[src/rtl/rst_seq_pkg.sv]
// Shared types and constants for the reset sequencer: FSM states, reset-cause codes
// and the sequencing counter width.
package rst_seq_pkg;

    typedef enum logic [1:0] {
        S_HOLD    = 2'd0,
        S_RELEASE = 2'd1,
        S_RUN     = 2'd2
    } state_t;

    localparam logic [1:0] CAUSE_POR  = 2'b01;
    localparam logic [1:0] CAUSE_SOFT = 2'b10;

    // Wide enough for the largest count the sequence reaches (hold + all stage gaps).
    function automatic int cnt_width(input int hold, input int stages, input int gap);
        return $clog2(hold + stages * gap + 2);
    endfunction

endpackage

[src/rtl/rst_sync.sv]
// Reset synchroniser: asserts asynchronously, releases after SYNC_STAGES rising edges.
module rst_sync #(
    parameter int SYNC_STAGES = 2
) (
    input  logic clk,
    input  logic rst,
    output logic sync_rst_n
);

    logic [SYNC_STAGES-1:0] sync_q;

    always_ff @(posedge clk or negedge rst) begin
        if (!rst) sync_q <= '0;
        else      sync_q <= {sync_q[SYNC_STAGES-2:0], 1'b1};
    end

    assign sync_rst_n = sync_q[SYNC_STAGES-1];

endmodule

[src/rtl/reset_sequencer.sv]
// Reset sequencer: hold PC clear, release stage resets in order, then enable the core.
// Optional RST_CAUSE_EN adds rst_cause (2'b01 power-on/rst, 2'b10 soft reset).
module reset_sequencer
    import rst_seq_pkg::*;
#(
    parameter int NUM_STAGES  = 3,
    parameter int HOLD_CYCLES = 4,
    parameter int STAGE_GAP   = 2,
    parameter int SYNC_STAGES = 2
) (
    input  logic                  clk,
    input  logic                  rst,
    input  logic                  soft_rst,
    output logic                  clear_pc,
    output logic [NUM_STAGES-1:0] stage_rst,
    output logic                  enable,
    output logic                  busy
`ifdef RST_CAUSE_EN
    ,
    output logic [1:0]            rst_cause
`endif
);

    localparam int CW = cnt_width(HOLD_CYCLES, NUM_STAGES, STAGE_GAP);
    localparam logic [CW-1:0] LAST_HOLD = CW'(HOLD_CYCLES - 1);
    localparam logic [CW-1:0] EN_AT     = CW'(HOLD_CYCLES + NUM_STAGES * STAGE_GAP);

    logic sync_rst_n;

    rst_sync #(.SYNC_STAGES(SYNC_STAGES)) u_rst_sync (
        .clk        (clk),
        .rst        (rst),
        .sync_rst_n (sync_rst_n)
    );

    state_t                state_q, state_d;
    logic [CW-1:0]         cnt_q, cnt_d;
    logic                  clear_q, clear_d;
    logic [NUM_STAGES-1:0] stage_q, stage_d;
    logic                  enable_q, enable_d;
    logic                  busy_q, busy_d;

    // Counter value after edge T0+j equals j, so each release is a single compare.
    always_comb begin
        state_d  = state_q;
        cnt_d    = cnt_q;
        clear_d  = clear_q;
        stage_d  = stage_q;
        enable_d = enable_q;
        busy_d   = busy_q;
        if (soft_rst) begin
            state_d  = S_HOLD;
            cnt_d    = '0;
            clear_d  = 1'b1;
            stage_d  = '1;
            enable_d = 1'b0;
            busy_d   = 1'b1;
        end else begin
            case (state_q)
                S_HOLD: begin
                    cnt_d = cnt_q + 1'b1;
                    if (cnt_q == LAST_HOLD) begin
                        clear_d = 1'b0;
                        state_d = S_RELEASE;
                    end
                end
                S_RELEASE: begin
                    cnt_d = cnt_q + 1'b1;
                    for (int k = 0; k < NUM_STAGES; k++) begin
                        if (cnt_q == CW'(HOLD_CYCLES + (k + 1) * STAGE_GAP - 1))
                            stage_d[k] = 1'b0;
                    end
                    if (cnt_q == EN_AT) begin
                        enable_d = 1'b1;
                        busy_d   = 1'b0;
                        state_d  = S_RUN;
                    end
                end
                S_RUN: ;
                default: begin
                    state_d  = S_HOLD;
                    cnt_d    = '0;
                    clear_d  = 1'b1;
                    stage_d  = '1;
                    enable_d = 1'b0;
                    busy_d   = 1'b1;
                end
            endcase
        end
    end

    always_ff @(posedge clk or negedge sync_rst_n) begin
        if (!sync_rst_n) begin
            state_q  <= S_HOLD;
            cnt_q    <= '0;
            clear_q  <= 1'b1;
            stage_q  <= '1;
            enable_q <= 1'b0;
            busy_q   <= 1'b1;
        end else begin
            state_q  <= state_d;
            cnt_q    <= cnt_d;
            clear_q  <= clear_d;
            stage_q  <= stage_d;
            enable_q <= enable_d;
            busy_q   <= busy_d;
        end
    end

    assign clear_pc  = clear_q;
    assign stage_rst = stage_q;
    assign enable    = enable_q;
    assign busy      = busy_q;

`ifdef RST_CAUSE_EN
    logic [1:0] cause_q;

    always_ff @(posedge clk or negedge sync_rst_n) begin
        if (!sync_rst_n)   cause_q <= CAUSE_POR;
        else if (soft_rst) cause_q <= CAUSE_SOFT;
    end

    assign rst_cause = cause_q;
`endif

endmodule

[config.mk]
export PLATFORM = sky130hd
export DESIGN_NAME = reset_sequencer
export DESIGN_NICKNAME = d
export VERILOG_FILES = /design/src/rtl/rst_seq_pkg.sv /design/src/rtl/rst_sync.sv /design/src/rtl/reset_sequencer.sv
export SDC_FILE = /design/constraint.sdc
export NUM_CORES = 1
export LEC_CHECK = 0
export BUFFER_PORTS_ARGS = -buffer_cell sky130_fd_sc_hd__buf_2
export CORE_UTILIZATION = 54
export CTS_CLUSTER_SIZE = 8
export DETAILED_ROUTE_END_ITERATION = 7
export MAX_ROUTING_LAYER = met4
export PLACE_DENSITY = 0.73
export SLEW_MARGIN = 20
export SYNTH_ARGS = -nofsm -noshare
export SYNTH_HDL_FRONTEND = slang
export SYNTH_SLANG_ARGS = --single-unit
[constraint.sdc]
create_clock -name clk -period 1.04 [get_ports clk]
set_clock_uncertainty 0.15 [all_clocks]
set_input_delay 0.208 -clock clk [delete_from_list [all_inputs] [get_ports clk]]
set_output_delay 0.208 -clock clk [all_outputs]
set_load 0.01 [all_outputs]
==> impl_metrics.json, run 1 <==
{
  "worst_endpoint": "state_q[1]$_DFFE_PN0P_/D",
  "dieWidth_um": 39.2,
  "synth_area_leaders": "dfrtp_1 (30%), dfstp_2 (18%), ha_1 (12%)",
  "synth_seq_cells": 14,
  "ios": 9,
  "gp_congestion": 0.799,
  "hpwlAfterDp_mm": 1.41,
  "cts_buffers": 3,
  "postSynthCellCount": 77,
  "synth_area_leader_cell": "dfrtp_1",
  "die_y_um": 39.2,
  "status": "stopped before the end",
  "syn_nets": 87,
  "stop_error": "[ERROR DPL-0038] Utilization greater than 100%, impossible to legalize",
  "cts-root-buf": "clkbuf_4",
  "grt_max_degree": 13,
  "start_util_pct": 58.0,
  "num_rows": 13,
  "ys.warnings.count": 0,
  "clockBufferDepth": 2,
  "cts-htree-levels": 1,
  "haltStage": "5_1_grt",
  "avgSynthCellArea_sq_um": 9.68,
  "synth_top_area_share_pct": 30.2,
  "syn_area_sq_um": 746,
  "yosysUniqueCellTypes": 27,
  "numPortBuffers": 8,
  "place_inst": 118,
  "endpoint_type": "register data pin",
  "cts.sinks": 14,
  "ys_seq_area_share_pct": 47.8
}
## cell usage after synthesis
cell type	n
a221oi_2	1
or3_1	2
nand2b_1	2
mux2i_1	1
conb_1	1
nand3b_1	1
a41oi_1	1
or4b_1	1
or2_2	1
nor3b_1	1
nor3_1	1
o21ai_0	6
nand3_1	1
nand2_1	8
a211oi_1	1
or3b_1	1
ha_1	7
a21oi_1	5
o21a_1	1
nor2_1	6
or2b_1	1
dfstp_2	5
clkbuf_1	2
dfrtp_1	9
inv_1	8
nor2b_1	1
o31ai_1	2
## metrics by stage
step / utilization (%) / setup WS, ns / hold slack [ns] / instance area, sq um
4_1_cts: 97.1 / -0.625 / 0.0214 / 1250
3_5_place_dp: 78.8 / -0.630 / -0.155 / 1010
3_3_place_gp: 78.8 / -0.524 / -0.159 / 1010
2_1_floorplan: - / -0.611 / -0.238 / 821
## cell families after synthesis
kind of cell	count (synthesis)	synth area share (%)
compound gates	17	14.6
simple gates	27	19.0
flops	14	47.8
buf+inv	10	5.03
fa+ha+maj	7	11.7
other cells	1	0.503
mux	1	1.34
## what timing repair did
item,in CTS
pin swaps,10
hold endpoints to repair,2
hold buffers,1
setup endpoints to repair,18
resized for setup,28
setup buffers,10
==> inputs of run 2 (changes only) <==
--- a/config.mk
+++ b/config.mk
@@ -6,11 +6,10 @@
 export NUM_CORES = 1
 export LEC_CHECK = 0
 export BUFFER_PORTS_ARGS = -buffer_cell sky130_fd_sc_hd__buf_2
-export CORE_UTILIZATION = 54
-export CTS_CLUSTER_SIZE = 8
+export CORE_AREA = 2 2 63 65
 export DETAILED_ROUTE_END_ITERATION = 7
-export MAX_ROUTING_LAYER = met4
-export PLACE_DENSITY = 0.73
+export DIE_AREA = 0 0 65 67
+export PLACE_DENSITY_LB_ADDON = 0.15
 export SLEW_MARGIN = 20
 export SYNTH_ARGS = -nofsm -noshare
 export SYNTH_HDL_FRONTEND = slang
==> impl_metrics.json, run 2 <==
{
  "ir_drop_mv": 0.576,
  "worstHoldPathType": "reg2async",
  "largest_reg_flops": 4,
  "critPathArrivalTime_ns": 1.67,
  "synthFlopType": "dfrtp_1",
  "hold_viol": 0,
  "cts_buffers": 3,
  "synth.area.mux_share_pct": 1.34,
  "fill_cells": 378,
  "dieArea_sq_um": 4360,
  "ys.warnings.count": 0,
  "layout-drive-gt1-share_pct": 60.2,
  "grt_max_degree": 9,
  "max_cap_violations": 0,
  "yosysUniqueCellTypes": 27,
  "cp.required_ns": 1.06,
  "avgViaCountPerCell": 4.14,
  "setup_tns_ns": -6.40,
  "dieWidth_um": 65,
  "worst-path-max-fanout": 2,
  "net-switching-power_w": 0.000439,
  "violations": "negative setup slack",
  "status": "complete, but fails checks",
  "synth.most_common_cell": "dfrtp_1",
  "pwr-share-comb_pct": 29.4,
  "critPathBufInv": 0,
  "insertion_delay_ns": 0.24,
  "start_util_pct": 20.7,
  "drt_pass1_iterations": 3,
  "ys_seq_area_share_pct": 47.8,
  "grt_pass1_wl_mm": 2.97,
  "wire_per_inst_um": 11.9,
  "synthArstFlopShare_pct": 100,
  "die_y_um": 67,
  "critical_path.max_stage_delay_ns": 0.38,
  "postPlaceCellArea_sq_um": 1050,
  "cts.sinks": 14,
  "antenna_found_initial": 0,
  "end_kind": "flip-flop",
  "synth-edff-count": 0,
  "p_per_area_nw_per_um2": 1270,
  "final_cell_mix": "buf_4 (24), nand2_1 (8), dfrtp_1 (8)",
  "timing.final.ws_setup_ns": -0.611,
  "num_rows": 22,
  "instances_no_fill": 161,
  "synth-simple-area-share_pct": 19.0,
  "place_inst": 151,
  "vias": 666,
  "cts-htree-levels": 1,
  "synth_top_family_by_area": "simple AND/OR/NAND/NOR gates",
  "final-setup-viol-count": 18,
  "clockBufferDepth": 2,
  "power.share.clock_pct": 32.8,
  "synth-xor-area-share_pct": 0,
  "drt_iter0_markers": 10,
  "ios": 9,
  "crit_slowest_cell": "or3b_4",
  "power.leakage_nw": 0.530,
  "fmax_mhz": 606,
  "synth_commonest_cells": "dfrtp_1 (9), inv_1 (8), nand2_1 (8)",
  "ant_nets": 0,
  "area.sequential_sq_um": 358,
  "drv_slew": 0,
  "power.internal_w": 0.00117,
  "core_sq_um": 3610,
  "top_register": "cnt_q",
  "synth_seq_cells": 14,
  "synth-adder-area-share_pct": 11.7,
  "p_sw_share_pct": 27.2,
  "syn_area_sq_um": 746,
  "final_cell_area_sq_um": 1270,
  "synth_area_leaders": "dfrtp_1 (30%), dfstp_2 (18%), ha_1 (12%)",
  "grt_setup_unrepaired": "yes",
  "grt_use_total_pct": 9.21,
  "avgSynthCellArea_sq_um": 9.68,
  "fin_nets": 124,
  "cts-root-buf": "clkbuf_8",
  "final_common_cell": "buf_4",
  "crit_family": "simple AND/OR/NAND/NOR gates",
  "period_needed_ns": 1.65,
  "synth_area_leader_cell": "dfrtp_1",
  "numPortBuffers": 8,
  "hpwlAfterDp_mm": 1.42,
  "multi_input_area_sq_um": 488,
  "cts_tree": "yes",
  "syn_nets": 87,
  "total_power_w": 0.00161,
  "antenna_cells": 0,
  "synth_compound_area_share_pct": 14.6,
  "cp-start-kind": "flip-flop",
  "grt_overflow": 0,
  "gp_congestion": 0.742,
  "route.detailed.drc": 0,
  "postSynthCellCount": 77,
  "path_class": "reg2reg",
  "clkTransAtPathRegs_ns": 0.06,
  "cp_cell_sequence": "ha_2 -> or3b_4 -> a221oi_2 -> mux2i_1",
  "syn2layout_area_growth_pct": 70.1,
  "seq_power_share_pct": 37.9,
  "synth_top_area_share_pct": 30.2,
  "fin_crit_sh_pct": 159,
  "wirelength_mm": 1.92,
  "grt_pass1_vias": 678
}
run 2: path summary, 6_finish.rpt:
kind,startpoint,endpoint,slack [ns],cells past startpoint
setup / recovery,cnt_q[0]$_DFFE_PN0P_,state_q[1]$_DFFE_PN0P_,-0.61,4
hold / removal,u_rst_sync.sync_q[1]$_DFF_PN0_,state_q[1]$_DFFE_PN0P_,0.0001,1
setup reg to reg,cnt_q[0]$_DFFE_PN0P_,state_q[1]$_DFFE_PN0P_,-0.61,4
hold reg to reg,u_rst_sync.sync_q[1]$_DFF_PN0_,state_q[1]$_DFFE_PN0P_,0.0001,1
max in group asynchronous,u_rst_sync.sync_q[1]$_DFF_PN0_,stage_rst[0]$_DFFE_PN1P_,0.51,1
min in group clk,soft_rst,cnt_q[1]$_DFFE_PN0P_,0.14,3
run 2: per-stage QoR:
| step | hold slack, ns | setup slack, ns | util, % |
|---|---|---|---|
| after floorplan | -0.238 | -0.611 | - |
| after global placement | -0.157 | -0.571 | 29.2 |
| after detailed placement | -0.154 | -0.595 | 29.2 |
| after CTS | 0.00840 | -0.601 | 32.4 |
| after global routing | 0.0160 | -0.699 | 35.2 |
| final | 0.000121 | -0.611 | 35.2 |
run 2: cell families (layout without fill, tap and decap cells):
kind of cell	count (synthesis)	after routing
DFF	14	14
buffers and inverters	10	46
other	1	1
and+or+nand+nor	27	27
muxes	1	1
adders and majority gates	7	7
AOI/OAI and AO/OA	17	17
run 2: final cells by class:
cell class	instances	area share, %
Multi-Input combinational cell	53	38.5
Inverter	8	2.76
Clock buffer	4	4.34
Sequential cell	14	28.2
Timing Repair Buffer	34	21.5
Tap cell	48	4.73
run 2: worst reg2reg max path: stages (launching register included):
cell and delay (ns):
dfrtp_1 0.37, ha_2 0.19, or3b_4 0.38, a221oi_2 0.28
mux2i_1 0.21
run 2: metal layers:
layer | vias up | track usage, % | wire (um)
met5 | - | 0 | 0
met1 | 330 | 10.8 | 854
met3 | 2 | 1.52 | 26
met4 | 0 | 4.79 | 14
met2 | 3 | 16.1 | 1030
li1 | 331 | - | -
run 2: repair_timing:
item / CTS / global route
hold buffers: 1 / 0
endpoints found under the setup margin: 18 / 18
setup buffers: 0 / 5
endpoints found under the hold margin: 2 / 0
pin swaps: 3 / 11
gates resized for setup: 12 / 14
run 2: power by group through the flow:
stage	combinational (W)	sequential, W	clock (W)
finish	0.000473	0.000610	0.000529
global route	0.000521	0.000616	0.000576
CTS	0.000382	0.000609	0.000552
detailed placement	0.000355	0.000616	0
global placement	0.000354	0.000615	0
floorplan	0.000183	0.000638	0
Power figures use the tool's default switching activity.
